**src/rtl/digit_pkg.sv**
```systemverilog
// Shared definitions for the digit slicer: default widths and measurement FSM states.
package digit_pkg;

    localparam int DW_DEF = 8;
    localparam int CW_DEF = 32;

    typedef enum logic [1:0] {
        IDLE  = 2'd0,
        ARMED = 2'd1,
        RUN   = 2'd2
    } state_t;

endpackage

```
**src/rtl/digit_slicer_if.sv**
```systemverilog
// Sample/threshold inputs and measurement outputs of the digit slicer.
interface digit_slicer_if #(
    parameter int DW = 8,
    parameter int CW = 32
);
    logic          sample_valid;
    logic [DW-1:0] sample;
    logic [DW-1:0] mid;
    logic [DW-1:0] diff;
    logic          dig_out;
    logic          rise;
    logic          fall;
    logic [CW-1:0] period;
    logic [CW-1:0] high_time;
    logic          meas_valid;
    logic          no_signal;

    modport master (
        output sample_valid, sample, mid, diff,
        input  dig_out, rise, fall, period, high_time, meas_valid, no_signal
    );

    modport slave (
        input  sample_valid, sample, mid, diff,
        output dig_out, rise, fall, period, high_time, meas_valid, no_signal
    );
endinterface

```
**src/rtl/digit_slicer_hyst.sv**
```systemverilog
// Hysteresis slicer: saturating thresholds around mid, registered level and edge pulses.
module hyst_slicer #(
    parameter int DW        = 8,
    parameter int HYS_SHIFT = 2
) (
    input  logic          clk,
    input  logic          rst_n,
    input  logic          sample_valid,
    input  logic [DW-1:0] sample,
    input  logic [DW-1:0] mid,
    input  logic [DW-1:0] diff,
    output logic          dig_out,
    output logic          rise,
    output logic          fall
);

    logic [DW:0]   h_ext;
    logic [DW:0]   hi_sum;
    logic [DW:0]   lo_sub;
    logic [DW-1:0] thr_hi_next;
    logic [DW-1:0] thr_lo_next;
    logic [DW-1:0] thr_hi;
    logic [DW-1:0] thr_lo;

    // One extra bit catches overflow of mid+h and borrow of mid-h for saturation.
    always_comb begin
        h_ext       = {1'b0, diff >> HYS_SHIFT};
        hi_sum      = {1'b0, mid} + h_ext;
        lo_sub      = {1'b0, mid} - h_ext;
        thr_hi_next = hi_sum[DW] ? '1 : hi_sum[DW-1:0];
        thr_lo_next = lo_sub[DW] ? '0 : lo_sub[DW-1:0];
    end

    // Thresholds follow the tracker every cycle; they carry no state worth resetting.
    always_ff @(posedge clk) begin
        thr_hi <= thr_hi_next;
        thr_lo <= thr_lo_next;
    end

    // Level only moves on a qualified sample strictly beyond the opposite threshold.
    always_ff @(posedge clk) begin
        if (!rst_n) begin
            dig_out <= 1'b0;
            rise    <= 1'b0;
            fall    <= 1'b0;
        end else begin
            rise <= 1'b0;
            fall <= 1'b0;
            if (sample_valid) begin
                if (!dig_out && (sample > thr_hi)) begin
                    dig_out <= 1'b1;
                    rise    <= 1'b1;
                end else if (dig_out && (sample < thr_lo)) begin
                    dig_out <= 1'b0;
                    fall    <= 1'b1;
                end
            end
        end
    end

endmodule

```
**src/rtl/digit_slicer.sv**
```systemverilog
// Digit slicer top: hysteresis slicer plus period/high-time measurement and loss-of-signal.
module digit_slicer
    import digit_pkg::*;
#(
    parameter int DW        = DW_DEF,
    parameter int CW        = CW_DEF,
    parameter int HYS_SHIFT = 2,
    parameter int TIMEOUT   = 10_000_000
) (
    input  logic           clk,
    input  logic           rst_n,
    digit_slicer_if.slave  bus
);

    localparam logic [CW-1:0] TMO = CW'(TIMEOUT);

    logic          dig_out;
    logic          rise;
    logic          fall;
    logic [CW-1:0] pcnt;
    logic [CW-1:0] hcnt;
    logic          fall_seen;
    state_t        state;
    logic [CW-1:0] period;
    logic [CW-1:0] high_time;
    logic          meas_valid;
    logic          no_signal;

    hyst_slicer #(
        .DW        (DW),
        .HYS_SHIFT (HYS_SHIFT)
    ) u_slicer (
        .clk          (clk),
        .rst_n        (rst_n),
        .sample_valid (bus.sample_valid),
        .sample       (bus.sample),
        .mid          (bus.mid),
        .diff         (bus.diff),
        .dig_out      (dig_out),
        .rise         (rise),
        .fall         (fall)
    );

    // Cycle counter restarted by each rise, parked at TIMEOUT so it never wraps.
    always_ff @(posedge clk) begin
        if (!rst_n) begin
            pcnt <= '0;
        end else if (rise) begin
            pcnt <= CW'(1);
        end else if (pcnt != TMO) begin
            pcnt <= pcnt + CW'(1);
        end
    end

    // Snapshot of the rise-to-fall distance, consumed at the next rise.
    always_ff @(posedge clk) begin
        if (!rst_n) begin
            hcnt <= '0;
        end else if (fall) begin
            hcnt <= pcnt;
        end
    end

    // Measurement FSM: a rise only publishes results when a fall was seen since the last rise.
    always_ff @(posedge clk) begin
        if (!rst_n) begin
            state      <= IDLE;
            fall_seen  <= 1'b0;
            period     <= '0;
            high_time  <= '0;
            meas_valid <= 1'b0;
            no_signal  <= 1'b1;
        end else begin
            meas_valid <= 1'b0;
            if (fall) begin
                fall_seen <= 1'b1;
            end
            case (state)
                IDLE: begin
                    if (rise) begin
                        state     <= ARMED;
                        fall_seen <= 1'b0;
                    end
                end
                ARMED, RUN: begin
                    if (rise) begin
                        fall_seen <= 1'b0;
                        if (fall_seen) begin
                            period     <= pcnt;
                            high_time  <= hcnt;
                            meas_valid <= 1'b1;
                            no_signal  <= 1'b0;
                            state      <= RUN;
                        end
                    end else if (pcnt == TMO) begin
                        state     <= IDLE;
                        no_signal <= 1'b1;
                        period    <= '0;
                        high_time <= '0;
                    end
                end
                default: begin
                    state <= IDLE;
                end
            endcase
        end
    end

    assign bus.dig_out    = dig_out;
    assign bus.rise       = rise;
    assign bus.fall       = fall;
    assign bus.period     = period;
    assign bus.high_time  = high_time;
    assign bus.meas_valid = meas_valid;
    assign bus.no_signal  = no_signal;

endmodule

```
**src/flat_wrapper.sv**
```systemverilog
// flat-port wrapper written by rule: the top's interface ports become plain ports
module digit_slicer_flat import digit_pkg::*;
#(
    parameter int DW        = DW_DEF,
    parameter int CW        = CW_DEF,
    parameter int HYS_SHIFT = 2,
    parameter int TIMEOUT   = 10_000_000
)
  (clk, rst_n, bus_sample_valid, bus_sample, bus_mid, bus_diff, bus_dig_out, bus_rise, bus_fall, bus_period, bus_high_time, bus_meas_valid, bus_no_signal);
  digit_slicer_if #(.DW(DW), .CW(CW)) bus_i ();
  input  logic clk;
  input  logic rst_n;
  input wire logic [$bits(bus_i.sample_valid)-1:0] bus_sample_valid;
  input wire logic [$bits(bus_i.sample)-1:0] bus_sample;
  input wire logic [$bits(bus_i.mid)-1:0] bus_mid;
  input wire logic [$bits(bus_i.diff)-1:0] bus_diff;
  output wire logic [$bits(bus_i.dig_out)-1:0] bus_dig_out;
  output wire logic [$bits(bus_i.rise)-1:0] bus_rise;
  output wire logic [$bits(bus_i.fall)-1:0] bus_fall;
  output wire logic [$bits(bus_i.period)-1:0] bus_period;
  output wire logic [$bits(bus_i.high_time)-1:0] bus_high_time;
  output wire logic [$bits(bus_i.meas_valid)-1:0] bus_meas_valid;
  output wire logic [$bits(bus_i.no_signal)-1:0] bus_no_signal;
  assign bus_i.sample_valid = bus_sample_valid;
  assign bus_i.sample = bus_sample;
  assign bus_i.mid = bus_mid;
  assign bus_i.diff = bus_diff;
  assign bus_dig_out = bus_i.dig_out;
  assign bus_rise = bus_i.rise;
  assign bus_fall = bus_i.fall;
  assign bus_period = bus_i.period;
  assign bus_high_time = bus_i.high_time;
  assign bus_meas_valid = bus_i.meas_valid;
  assign bus_no_signal = bus_i.no_signal;
  digit_slicer #(.DW(DW), .CW(CW), .HYS_SHIFT(HYS_SHIFT), .TIMEOUT(TIMEOUT)) u_core (.clk(clk), .rst_n(rst_n), .bus(bus_i));
endmodule
```
**config.mk**
```make
export PLATFORM = sky130hd
export DESIGN_NAME = digit_slicer_flat
export DESIGN_NICKNAME = d
export VERILOG_FILES = /design/src/rtl/digit_pkg.sv /design/src/rtl/digit_slicer_if.sv /design/src/rtl/digit_slicer_hyst.sv /design/src/rtl/digit_slicer.sv /design/src/flat_wrapper.sv
export SDC_FILE = /design/constraint.sdc
export NUM_CORES = 1
export LEC_CHECK = 0
export ABC_AREA = 1
export CORE_MARGIN = 2
export CORE_UTILIZATION = 35
export CTS_CLUSTER_SIZE = 40
export DETAILED_ROUTE_END_ITERATION = 10
export GPL_TIMING_DRIVEN = 1
export MAX_ROUTING_LAYER = met4
export SLEW_MARGIN = 25
export SYNTH_ARGS = -nofsm -noshare
export SYNTH_HDL_FRONTEND = slang
export SYNTH_HIERARCHICAL = 1
export SYNTH_SLANG_ARGS = --single-unit
```
**constraint.sdc**
```tcl
create_clock -name clk -period 1.7 [get_ports clk]
set_clock_uncertainty 0.15 [all_clocks]
set_input_delay 0.34 -clock clk [delete_from_list [all_inputs] [get_ports clk]]
set_output_delay 0.34 -clock clk [all_outputs]
set_load 0.005 [all_outputs]
```
* Yosys cells after proc, flatten, opt, wreduce, memory -nomap -nowiden *
Cells that the tools add are included.

operators by class
  $lt $le $gt $ge = 2
  reduce and logical (&&, ||, !) cells = 16
  equality and inequality tests = 8
  div/mod/pow operators = 0
  add/subtract/negate cells = 3
  muxes and demuxes = 23
  bitwise logic cells = 2
  $mul = 0
  shift operators = 0

operators by type and width
  kind                                                                number
  32-bit two-way mux                                                  5
  32-bit by 1-bit adder with 32-bit output (second input constant)    1
  32-bit by 24-bit == test with 1-bit output (second input constant)  1
  32-bit by 24-bit != test with 1-bit output (second input constant)  1
  1-bit two-way mux                                                   13
  8-bit by 6-bit adder with 9-bit output                              1
  3-bit AND reduction                                                 3
  8-bit by 6-bit subtractor with 9-bit output                         1
  8-bit > comparator                                                  1
  8-bit < comparator                                                  1
  2-bit two-way mux                                                   4
  3-bit by 2-bit != test with 1-bit output (second input constant)    2
  2-bit nonzero test                                                  3
  3-bit OR reduction                                                  2
  2-bit case mux with 2 select lines                                  1
  2-bit AND reduction                                                 2
  2-bit OR reduction                                                  2
  2-bit by 1-bit == test with 1-bit output (second input constant)    1
  2-bit == test (second input constant)                               1
  1-bit logical AND                                                   2
  2-bit logical NOT                                                   1
  2-bit by 1-bit != test with 1-bit output (second input constant)    1
  2-bit != test (second input constant)                               1
  1-bit inverter                                                      2
  1-bit logical NOT                                                   1

word-level totals
  memories = 0
  bits in latches = 0
  logic and storage cells = 68
  memory bits (read-only) = 0
  RAM bits = 0
  flip-flop bits (word level) = 152
  input bits = 27

* Logic depth before layout (Yosys ltp) *
Gate-level depths: netlist of the first run.

  depth in word-level cells = 4
  gate-level depth with buffers = 11
  gate-level depth less buffers = 11

* Cells and area by module *
The synthesis of the first run kept the hierarchy.

by module, submodules not included
  module        area each (um2)  instances  cells each  seq. area each (um2)
  digit_slicer  5688.0           1          695         2662.6
  hyst_slicer   1581.5           1          223         380.4

* Least setup slack after synthesis of the first run *
No wires, ideal clock.

  path type = reg-to-reg
  from = reg u_core.state[0]
  to = reg u_core.period[10] (netlist: u_core/bus.period[10])
  data arrival time = 1.594 ns
  required time = 1.477 ns
  buffers on the path = 1
  cell stages (with the launch flop) = 10
  setup time = 0.073 ns
  path slack = -0.117 ns
  path through = dfxtp_1 > inv_1 > ha_1 > inv_1 > nor2_1 > inv_2 > nor2_4 > inv_2 > buf_2 > o22ai_2

on the way
  word-level cells in the longest chain between the ends = 3

ends and longest elaborated chain
  what                                                                       line                source
  start, declared                                                            digit_slicer.sv:23  state_t state;
  start signal, assigned                                                     digit_slicer.sv:67  state <= IDLE;
  start signal, assigned                                                     digit_slicer.sv:81  state <= ARMED;
  start signal, assigned                                                     digit_slicer.sv:93  state <= RUN;
  2-bit by 1-bit == test with 1-bit output or 2-bit == test (tied branches)  digit_slicer.sv:78  case (state)
  2-bit OR reduction (*)                                                     digit_slicer.sv:78
  3-bit AND reduction (no line) (*)                                          --
  end signal, assigned                                                       digit_slicer.sv:89  period <= pcnt;
  end, declared                                                              digit_slicer.sv:24  logic [CW-1:0] period;

Every way passes the cells marked *; elsewhere a longest branch is shown, timed or not.
A chain may end at the register's enable or synchronous reset.

* Final worst setup path of the first run *
  from = reg u_core.pcnt[0]
  to = reg u_core.pcnt[26]

on the way
  word-level cells in the longest chain between the ends = 1

ends and longest elaborated chain
  what                                                                                                    line                                    source
  start, declared                                                                                         digit_slicer.sv:20                      logic [CW-1:0] pcnt;
  start signal, assigned                                                                                  digit_slicer.sv:51                      pcnt <= pcnt + CW'(1);
  32-bit by 1-bit adder with 32-bit output or 32-bit by 24-bit != test with 1-bit output (tied branches)  digit_slicer.sv:51, digit_slicer.sv:50

Several ways; a longest one is shown, not always the timed one.

==> summary.txt, run 1 <==
Yosys
  • Cell count after synthesis: roughly 900
  • Register bit total from synthesis: between 150 and 200
  • Mapped Avg Cell Area: slightly below 8 sq um
  • Syn nets: between 900 and 1,000
  • Syn Std Cell Area: just over 0.007 sq mm
  • Post-synth EDFFs: 0
  • Synth warn: 6
  • Register area share after synthesis: roughly two fifths
  • Post-synthesis cell type count: 42
  • Asr flop ratio synth: 0%
  • Synth Flop Type: dfxtp_1

Global route
  • Vias in the first global route: 6,597
  • Global-route wire length before repair: between 30,000 and 40,000 um
  • GRT Residual Overflow: 0
  • Largest net degree at the start of global routing: 66
  • Initial antenna violation count: 0
  • GRT Overall Usage: between 10% and 20%

Power and ir drop
  • Total Power: 8800 uW
  • P per Cell Area: roughly 850 mW/mm^2
  • Static leakage: 0.00461 uW
  • Worst VDD drop: about 0.63 mV

Critical path
  • Register-to-register setup slack: -0.02 ns
  • Worst Setup EP: u_core/pcnt[26]
  • CP arrival: between 1.5 and 2 ns
  • Worst Path Required: 1.87 ns
  • Reg-to-reg startpoint: u_core/pcnt[0]
  • Critical path class: flop to flop
  • Max FO, Critical Path: 4
  • Crit. Startpoint: u_core/pcnt[0]
  • R2R cell count: 11
  • Crit end category: flop
  • Reg2Reg Capture Point: u_core/pcnt[26]
  • CP Launch Type: flop

Finish
  • Fin area: just over 0.01 sq mm
  • Area Growth Syn to Fin: 42.9%
  • Final nets: 1,191
  • Layout cells sized above 1: around a third
  • ANT cells: 0
  • Final Non-Filler Cells: ~1,400

Place
  • I/O Buffers: slightly above 90
  • GPL Wtd Cong: about 0.9
  • Dpl hpwl: ~15,000 um
  • Dpl cells: 1,363
  • Dpl ws: -0.576 ns
  • Post-DP Area: about 0.0093 sq mm

Timing
  • # setup viols final: 1
  • Max Slew Vio Count: 0
  • Max Clock Freq: around 580 MHz
  • Worst-margin pin slew: about 0.36 ns
  • Fin crit share: 101%
  • Slew margin rel.: roughly three quarters
  • Min cycle time layout: approximately 1.7 ns
  • Hold Vio Cnt, Final: 0
  • Unrepaired setup endpoints after global routing: yes
  • Final setup margin: -0.0243 ns

Outcome
  • Failing checks: setup timing
  • Outcome: complete, but fails checks

Floorplanning
  • Die Y-Extent: approximately 150 um
  • Starting Density: a little over a third
  • Site row count: 52
  • Die width: between 100 and 150 um
  • I/O pins: 96
  • Area of the core: roughly 0.02 sq mm
  • Die area: between 0.02 and 0.025 sq mm

Clock network
  • Num CTS Buffers: 17
  • CTS root buffer: clkbuf_16
  • H-tree Lvls: 4
  • Clock buffer depth: 2
  • CTS tree: built
  • Clk_lat worst skew: ~0.43 ns
  • Post-CTS Hold Buffers: 0
  • Clock slew at reported path FFs: approximately 0.070 ns
  • CTS Sinks: 152

Flow run
  • Max-cap viol count: 0

Detailed routing
  • Vias: between 6,000 and 7,000
  • Drt pass-1 iters: 5
  • DR iter-0 viols: roughly 340
  • Drt total wl: 20,200 um
  • Residual DRC: 0
  • Post-DR wirelength/cell: about 14 um
  • Via density: 4.76
  • Post-DRT Antenna Nets: 0

Min path
  • Hold Path Class: primary input to flop
==> worst min-delay path by stage <==
stage	startpoint	end	cells past startpoint
after floorplan	u_core/hcnt[1]	u_core/bus.high_time[1]	2
after global placement	u_core/hcnt[16]	u_core/bus.high_time[16]	2
after detailed placement	u_core/hcnt[23]	u_core/bus.high_time[23]	2
after CTS	rst_n	u_core/fall_seen	3
after global routing	rst_n	u_core/bus.high_time[0]	3
final	rst_n	u_core/fall_seen	3
==> cells in the mapped netlist (3+ instances only) <==
cell type,n,area [sq um]
a21oi_1,74,370
a21oi_2,3,26.3
buf_12,6,120
buf_2,9,45.0
clkbuf_1,16,60.1
dfxtp_1,152,3040
ha_1,33,413
inv_1,90,338
inv_2,17,63.8
nand2_1,226,848
nand2_2,6,37.5
nand3_1,32,160
nand4_1,11,68.8
nor2_1,65,244
nor2_2,7,43.8
nor2_4,3,33.8
nor3_1,16,80.1
nor3_2,5,50.1
o21ai_0,54,270
o21ai_2,28,245
o22ai_2,32,400
xor2_1,6,52.6
==> registers in the layout (all words and copies together), names as in the netlist, 2 cells and up <==
register / count
u_core/u_slicer/thr_lo: 8
u_core/bus.high_time: 32
u_core/bus.period: 32
u_core/state: 2
u_core/hcnt: 32
u_core/pcnt: 32
u_core/u_slicer/thr_hi: 8
==> critical path, cell delays in order (launching register included) <==
cell and delay [ns]:
dfxtp_4 0.37, buf_6 0.10, ha_4 0.13, nand2_4 0.05, nor2_4 0.11, nand2_2 0.09
nor2_4 0.12, inv_2 0.07, nor2_4 0.14, nand3_2 0.10, o21ai_1 0.13, nor2_1 0.05
==> through the flow <==
step	utilization (%)	hold slack [ns]	setup TNS [ns]
after floorplan	-	0.273	0
after global placement	45.8	0.292	-10.67
after detailed placement	45.8	0.291	-11.84
after CTS	49.9	0.122	-0.431
after global routing	51.2	0.132	-6.67
final	51.2	0.142	-0.0243
==> placed cells by master, fill, tap and decap left out, drive strengths merged, types with 5 or more instances in the layout <==
cell type / Yosys / layout
a21oi: 78 / 78
buf: 17 / 135
clkbuf: 17 / 18
clkdlybuf4s50: 0 / 20
clkinv: 1 / 5
dfxtp: 152 / 152
dlygate4sd2: 0 / 71
ha: 33 / 33
inv: 107 / 114
nand2: 233 / 233
nand3: 35 / 35
nand4: 11 / 11
nor2: 75 / 75
nor3: 21 / 21
o21ai: 84 / 84
o22ai: 33 / 33
xor2: 6 / 6
==> layer usage <==
layer | up-vias | global-route usage (%) | wire length (um)
met5 | - | - | 0
met4 | 0 | 6.19 | 404
met3 | 28 | 3.56 | 722
met2 | 139 | 33.3 | 10300
met1 | 3133 | 22.4 | 8770
li1 | 3426 | - | -
==> cells by family (layout without fill, tap and decap cells) <==
| logic type | after synthesis | in the layout | synth area share, % |
|---|---|---|---|
| compound gates | 199 | 199 | 18.9 |
| xor+xnor | 6 | 6 | 0.723 |
| fa+ha+maj | 35 | 35 | 6.23 |
| buf+inv | 143 | 367 | 9.19 |
| flops | 152 | 152 | 41.9 |
| simple gates | 383 | 383 | 23.1 |
==> report_power, final <==
group | switching [uW] | internal (uW) | leakage [uW]
Sequential | 65.3 | 3690 | 0.00125
Combinational | 671 | 591 | 0.00308
Clock | 1660 | 2120 | 0.000287
==> what timing repair did <==
action | CTS | global route
setup buffers | 15 | 3
resized for setup | 144 | 72
setup endpoints to repair | 162 | 101
pin swaps | 23 | 27
gates cloned | 1 | 0
==> cell type report <==
type	count	area, sq um
Fill cell	2013	9910
Multi-Input combinational cell	623	3950
Sequential cell	152	3090
Timing Repair Buffer	227	2000
Clock buffer	18	439
Inverter	108	409
Tap cell	270	338
Clock inverter	14	156
Note: power is estimated with default switching activity, not from simulation.
==> inputs of run 2 (changes only) <==
REMOVE_ABC_BUFFERS = 1   (was not set)
==> summary.txt, run 2 (synthesis results as in run 1) <==
Outcome
  • Outcome: complete, but fails checks
  • Failing checks: setup timing

Global route
  • Initial antenna violation count: 0 (unchanged)
  • Vias in the first global route: 6,501 (-1.5%)
  • Largest net degree at the start of global routing: 73 (+11%)
  • GRT Residual Overflow: 0 (unchanged)
  • GRT Overall Usage: 17.8% (-1.4 points)
  • Global-route wire length before repair: 30,800 um (-5.0%)

Power and ir drop
  • Int Power: 6750 uW (+5.4%)
  • Static leakage: 0.00459 uW (-0.45%)
  • Sequential power share: 41.9% (-0.8 points)
  • Comb pwr share: 14.5% (+0.2 points)
  • Sw frac: 24.6% (-2.7 points)
  • Switching power: 2200 uW (-8.3%)
  • Clock share of power: 43.6% (+0.6 points)
  • Worst VDD drop: 0.566 mV (-9.9%)
  • P per Cell Area: 856 mW/mm^2 (+1.1%)
  • Total Power: 8950 uW (+1.7%)

Finish
  • Most frequent cells in the layout: 216 x nand2_1, 121 x dfxtp_1, 112 x buf_4
  • Layout cells sized above 1: 31.8% (-1.1 points)
  • ANT cells: 0 (unchanged)
  • Commonest non-fill, non-tap cell in the layout: nand2_1
  • Final Non-Filler Cells: 1,412 (unchanged)
  • Register area: 0.00309 sq mm (-0.20%)
  • # fillers: 1,928 (-4.2%)
  • Multi-input logic area: 0.00390 sq mm (-1.2%)
  • Fin area: 0.0104 sq mm (+0.59%)
  • Final nets: 1,192 (+0.084%)
  • Area Growth Syn to Fin: 43.7%

Critical path
  • Crit-path cells: inv_2 > ha_4 > nand3_2 > nor2_2 > nand2_2 > nor2_4 > nand3_4 > nand2_8 > buf_12 > clkbuf_16 > o21ai_2
  • Critical path class: flop to flop
  • Crit-path leading delay family: simple AND/OR/NAND/NOR gates
  • CP Launch Type: flop
  • CP arrival: 1.96 ns (+0.07 ns)
  • Crit end category: flop
  • Worst Path Required: 1.86 ns (about the same)
  • Max FO, Critical Path: 5 (+1)
  • CP max stage delay: 0.33 ns (-0.04 ns)
  • Critical path buffers and inverters: 3 (+1)
  • CP max-delay cell: dfxtp_2

Detailed routing
  • Post-DR wirelength/cell: 13.5 um (-6.0%)
  • Residual DRC: 0 (unchanged)
  • Drt total wl: 19,000 um (-6.0%)
  • DR iter-0 viols: 342 (unchanged)
  • Vias: 6,637 (-1.3%)
  • Via density: 4.70 (-1.3%)
  • Drt pass-1 iters: 4 (-1)
  • Post-DRT Antenna Nets: 0 (unchanged)

Timing
  • Fin Setup TNS: -2.55 ns (-2.53 ns)
  • Min cycle time layout: 1.80 ns (+0.0724 ns)
  • Fin crit share: 106% (+4.3 points)
  • Worst-margin pin slew: 0.414 ns (+0.0581 ns)
  • Unrepaired setup endpoints after global routing: yes
  • Final setup margin: -0.0966 ns (-0.0724 ns)
  • # setup viols final: 57 (+56)
  • Max Clock Freq: 557 MHz (-4.0%)
  • Hold Vio Cnt, Final: 0 (unchanged)
  • Max Slew Vio Count: 0 (unchanged)
  • Slew margin rel.: 72.4% (-3.7 points)

Clock network
  • Clock slew at reported path FFs: 0.06 ns (about the same)
  • Num CTS Buffers: 17 (unchanged)
  • CTS root buffer: clkbuf_16
  • H-tree Lvls: 4 (unchanged)
  • Clock buffer depth: 2 (unchanged)
  • Clk_lat worst skew: 0.42 ns (about the same)
  • CTS Sinks: 152 (unchanged)
  • CTS tree: built

Place
  • Post-DP Area: 0.00909 sq mm (-2.2%)
  • Dpl cells: 1,345 (-1.3%)
  • GPL Wtd Cong: 0.916 (+1.9%)
  • I/O Buffers: 93 (unchanged)
  • Dpl hpwl: 13,100 um (-10%)

Floorplanning
  • Starting Density: 35.8% (unchanged)
  • Area of the core: 0.0203 sq mm (unchanged)
  • I/O pins: 96 (unchanged)
  • Die Y-Extent: 148 um (unchanged)
  • Site row count: 52 (unchanged)
  • Die area: 0.0219 sq mm (unchanged)
  • Die width: 148 um (unchanged)

Min path
  • Hold Path Class: primary input to flop

Flow run
  • Max-cap viol count: 0 (unchanged)
[run 2: stage by stage]
| stage | util, % | worst slack, ns | hold slack (ns) |
|---|---|---|---|
| after floorplan | - | -0.625 | 0.273 |
| after global placement | 44.8 | -0.567 | 0.290 |
| after detailed placement | 44.8 | -0.593 | 0.291 |
| after CTS | 49.8 | -0.0911 | 0.186 |
| after global routing | 51.5 | -0.152 | 0.205 |
| final | 51.5 | -0.0966 | 0.194 |
[run 2: timing repair]
action / 4_1_cts / 5_1_grt
pin swaps: 19 / 21
hold buffers: 0 / 0
endpoints found under the setup margin: 157 / 101
gates resized for setup: 147 / 58
gates cloned: 4 / 3
hold endpoints to repair: 0 / 0
setup buffers: 22 / 8
[run 2: layer usage]
metal / GRT usage (%) / routed length [um]
met2: 29.7 / 9140
met5: - / 0
met4: 5.76 / 333
met1: 21.7 / 8880
met3: 3.44 / 661
[run 2: worst min-delay path, delay by kind of cell]
family | cells | cell delay, ns
AOI/OAI and AO/OA | 1 | 0.06
buffers and inverters | 2 | 0.33
[run 2: final timing paths]
kind	cells past startpoint	endpoint	slack (ns)	start
worst min register to register	2	u_core/bus.high_time[14]	0.31	u_core/hcnt[14]
worst max register to register	11	u_core/bus.high_time[19]	-0.1	u_core/pcnt[1]
worst max-delay path	11	u_core/bus.high_time[19]	-0.1	u_core/pcnt[1]
worst min-delay path	3	u_core/pcnt[0]	0.19	rst_n
[run 2: power groups by stage]
stage / Clock (uW) / Sequential, uW / Combinational (uW)
final: 3900 / 3750 / 1300
after global routing: 4150 / 3760 / 1470
after CTS: 3990 / 3750 / 1240
after detailed placement: 0 / 3820 / 1130
after global placement: 0 / 3820 / 1120
after floorplan: 0 / 3820 / 613
[run 2: layout make-up]
type,instances,area share [%]
repair buffers,227,20.1
clock inverters,9,1.34
flip-flops and latches,152,29.5
well taps,270,3.23
clock buffers,22,4.54
inverters,108,3.96
multi-input cells,624,37.3
==> inputs of run 3 (changes only) <==
SYNTH_HIERARCHICAL = not set   (was 1)
==> summary.txt, run 3 <==
Clock network
  • Post-CTS Hold Buffers: 0 (unchanged)
  • Clock buffer depth: 2 (unchanged)
  • Clk_lat worst skew: 0.43 ns (about the same)
  • CTS tree: built
  • Clock slew at reported path FFs: 0.06 ns (about the same)
  • CTS root buffer: clkbuf_16
  • CTS Sinks: 152 (unchanged)
  • Num CTS Buffers: 17 (unchanged)
  • H-tree Lvls: 4 (unchanged)

Critical path
  • CP max stage delay: 0.33 ns (about the same)
  • CP max-delay cell: dfxtp_2
  • Register-to-register setup slack: -0.07 ns (+0.03 ns)
  • Critical path buffers and inverters: 3 (unchanged)
  • CP arrival: 1.93 ns (-0.03 ns)
  • CP Launch Type: flop
  • Crit path top cell by count: nand2_1
  • Crit end category: flop
  • Max FO, Critical Path: 8 (+3)
  • Crit-path leading delay family: simple AND/OR/NAND/NOR gates
  • Worst Path Required: 1.87 ns (about the same)
  • Crit-path cells: inv_2 > ha_4 > nand2_1 > nor2_1 > nand2_1 > nor2_4 > nand3_4 > buf_12 > clkbuf_16 > nand3_2 > a21oi_2
  • Critical path class: flop to flop

Finish
  • # fillers: 1,898 (-1.6%)
  • Most frequent cells in the layout: 130 x buf_4, 129 x nand2_1, 128 x dfxtp_1
  • Layout cells sized above 1: 30.9% (-0.91 points)
  • Final nets: 1,228 (+3.0%)
  • Register area: 0.00308 sq mm (-0.28%)
  • Area Growth Syn to Fin: 51.1%
  • Multi-input logic area: 0.00412 sq mm (+5.7%)
  • Final Non-Filler Cells: 1,449 (+2.6%)
  • ANT cells: 0 (unchanged)
  • Commonest non-fill, non-tap cell in the layout: buf_4

Detailed routing
  • Post-DRT Antenna Nets: 0 (unchanged)
  • Residual DRC: 0 (unchanged)
  • Drt pass-1 iters: 5 (+1)
  • Drt total wl: 22,100 um (+16%)
  • DR iter-0 viols: 479 (+40%)
  • Via density: 5.03 (+7.1%)
  • Post-DR wirelength/cell: 15.2 um (+13%)
  • Vias: 7,294 (+9.9%)

Global route
  • GRT Overall Usage: 20.7% (+2.9 points)
  • Most used routing layer: met2
  • GR Layer Usage met1: 26.0% (+4.2 points)
  • Vias in the first global route: 6,893 (+6.0%)
  • Global-route wire length before repair: 34,800 um (+13%)
  • Met2 usage: 33.8% (+4.1 points)
  • Largest net degree at the start of global routing: 49 (-33%)
  • GRT Residual Overflow: 0 (unchanged)
  • Initial antenna violation count: 0 (unchanged)
  • Met3 Use GR: 3.82% (+0.38 points)

Place
  • Dpl cells: 1,384 (+2.9%)
  • GPL Wtd Cong: 0.945 (+3.2%)
  • I/O Buffers: 93 (unchanged)
  • Dpl ws: -0.736 ns (-0.143 ns)
  • Dpl hpwl: 14,800 um (+13%)

Timing
  • Unrepaired setup endpoints after global routing: yes
  • Fin Setup TNS: -1.68 ns (+0.868 ns)
  • Max Clock Freq: 566 MHz (+1.7%)
  • Worst-margin pin slew: 0.443 ns (+0.0292 ns)
  • Min cycle time layout: 1.77 ns (-0.0304 ns)
  • Fin crit share: 104% (-1.8 points)
  • # setup viols final: 48 (-16%)
  • Slew margin rel.: 70.5% (-1.9 points)
  • Hold Vio Cnt, Final: 0 (unchanged)
  • Final setup margin: -0.0662 ns (+0.0304 ns)
  • WHS: 0.152 ns (-0.0417 ns)
  • Max Slew Vio Count: 0 (unchanged)

Floorplanning
  • Die Y-Extent: 147 um (-0.87%)
  • Die area: 0.0216 sq mm (-1.7%)
  • Site row count: 52 (unchanged)
  • I/O pins: 96 (unchanged)
  • Area of the core: 0.0201 sq mm (-0.96%)
  • Starting Density: 35.5% (-0.30 points)
  • Die width: 147 um (-0.87%)

Yosys
  • Cell count after synthesis: 956 (+4.1%)
  • Mapped Avg Cell Area: 7.47 sq um (-5.7%)
  • Post-synthesis cell type count: 37 (-12%)
  • Register area share after synthesis: 42.6% (+0.76 points)
  • Largest area contributor in the netlist: dfxtp_1
  • Top post-synthesis cells by area: dfxtp_1 43%, a21oi_1 9.9%, nand2_1 7.2%
  • Syn Std Cell Area: 0.00714 sq mm (-1.8%)
  • Register bit total from synthesis: 152 (unchanged)
  • Synth top area share: 42.6% (+0.76 points)
  • Synth Flop Type: dfxtp_1
  • Synth warn: 0 (-6)
  • Post-synth EDFFs: 0 (unchanged)
  • Asr flop ratio synth: 0% (unchanged)
  • Most frequent cell after synthesis: dfxtp_1
  • Synth cell count leaders: 152 x dfxtp_1, 141 x a21oi_1, 137 x nand2_1

Outcome
  • Failing checks: setup timing
  • Outcome: complete, but fails checks

Power and ir drop
  • P per Cell Area: 907 mW/mm^2 (+5.9%)
  • Worst VDD drop: 0.713 mV (+26%)
  • Static leakage: 0.00463 uW (+0.85%)
  • Total Power: 9780 uW (+9.3%)

Min path
  • Hold Path Class: primary input to flop

Flow run
  • Max-cap viol count: 0 (unchanged)
[run 3: final timing paths]
kind / startpoint / to / depth (start not counted)
max: u_core.pcnt[0] / u_core.bus.high_time[19] / 11
min: bus_mid[0] / u_core.u_slicer.thr_lo[0] / 4
max reg2reg: u_core.pcnt[0] / u_core.bus.high_time[19] / 11
min reg2reg: u_core.u_slicer.dig_out / u_core.u_slicer.fall / 2
[run 3: per-stage QoR]
stage | util (%) | cell area (sq um)
6_report | 53.7 | 10800
5_1_grt | 53.7 | 10800
4_1_cts | 51.0 | 10300
3_5_place_dp | 45.7 | 9190
3_3_place_gp | 45.7 | 9190
2_1_floorplan | - | 6870
[run 3: what timing repair did]
item,4_1_cts,5_1_grt
pin swaps,21,38
cloned,4,3
buffers inserted,21,15
endpoints found under the setup margin,151,110
resized for setup,151,122
[run 3: cells by family after synthesis]
| group | Yosys count | share of synthesized area, % |
|---|---|---|
| XOR/XNOR | 3 | 0.368 |
| buffers and inverters | 152 | 8.73 |
| adder cells (fa/ha/maj) | 34 | 6.17 |
| AO/OA/AOI/OAI | 204 | 14.7 |
| AND/OR/NAND/NOR | 411 | 27.4 |
| flip-flops | 152 | 42.6 |
[run 3: layout make-up]
cell class / count / area share, %
inverters: 93 / 3.26
clock buffers: 23 / 4.24
multi-input cells: 652 / 38.2
well taps: 270 / 3.13
repair buffers: 251 / 21.3
clock inverters: 8 / 1.36
flip-flops and latches: 152 / 28.5
[run 3: worst register-to-register path: stages, from the launching register on]
cell       delay, ns
dfxtp_2         0.33
inv_2           0.08
ha_4            0.13
nand2_1         0.04
nor2_1          0.09
nand2_1         0.09
nor2_4          0.16
nand3_4         0.10
buf_12          0.18
clkbuf_16       0.18
nand3_2         0.07
a21oi_2         0.05
[run 3: power breakdown]
group | total (uW) | switching (uW) | internal, uW
Combinational | 2100 | 1270 | 834
Clock | 3930 | 1440 | 2480
Sequential | 3750 | 58.8 | 3690
Total | 9780 | 2770 | 7010
[run 3: metal layers]
metal,wire [um],part of all wire (%)
met1,9980,45
met2,10800,49
met3,975,4.4
met4,355,1.6
met5,0,0
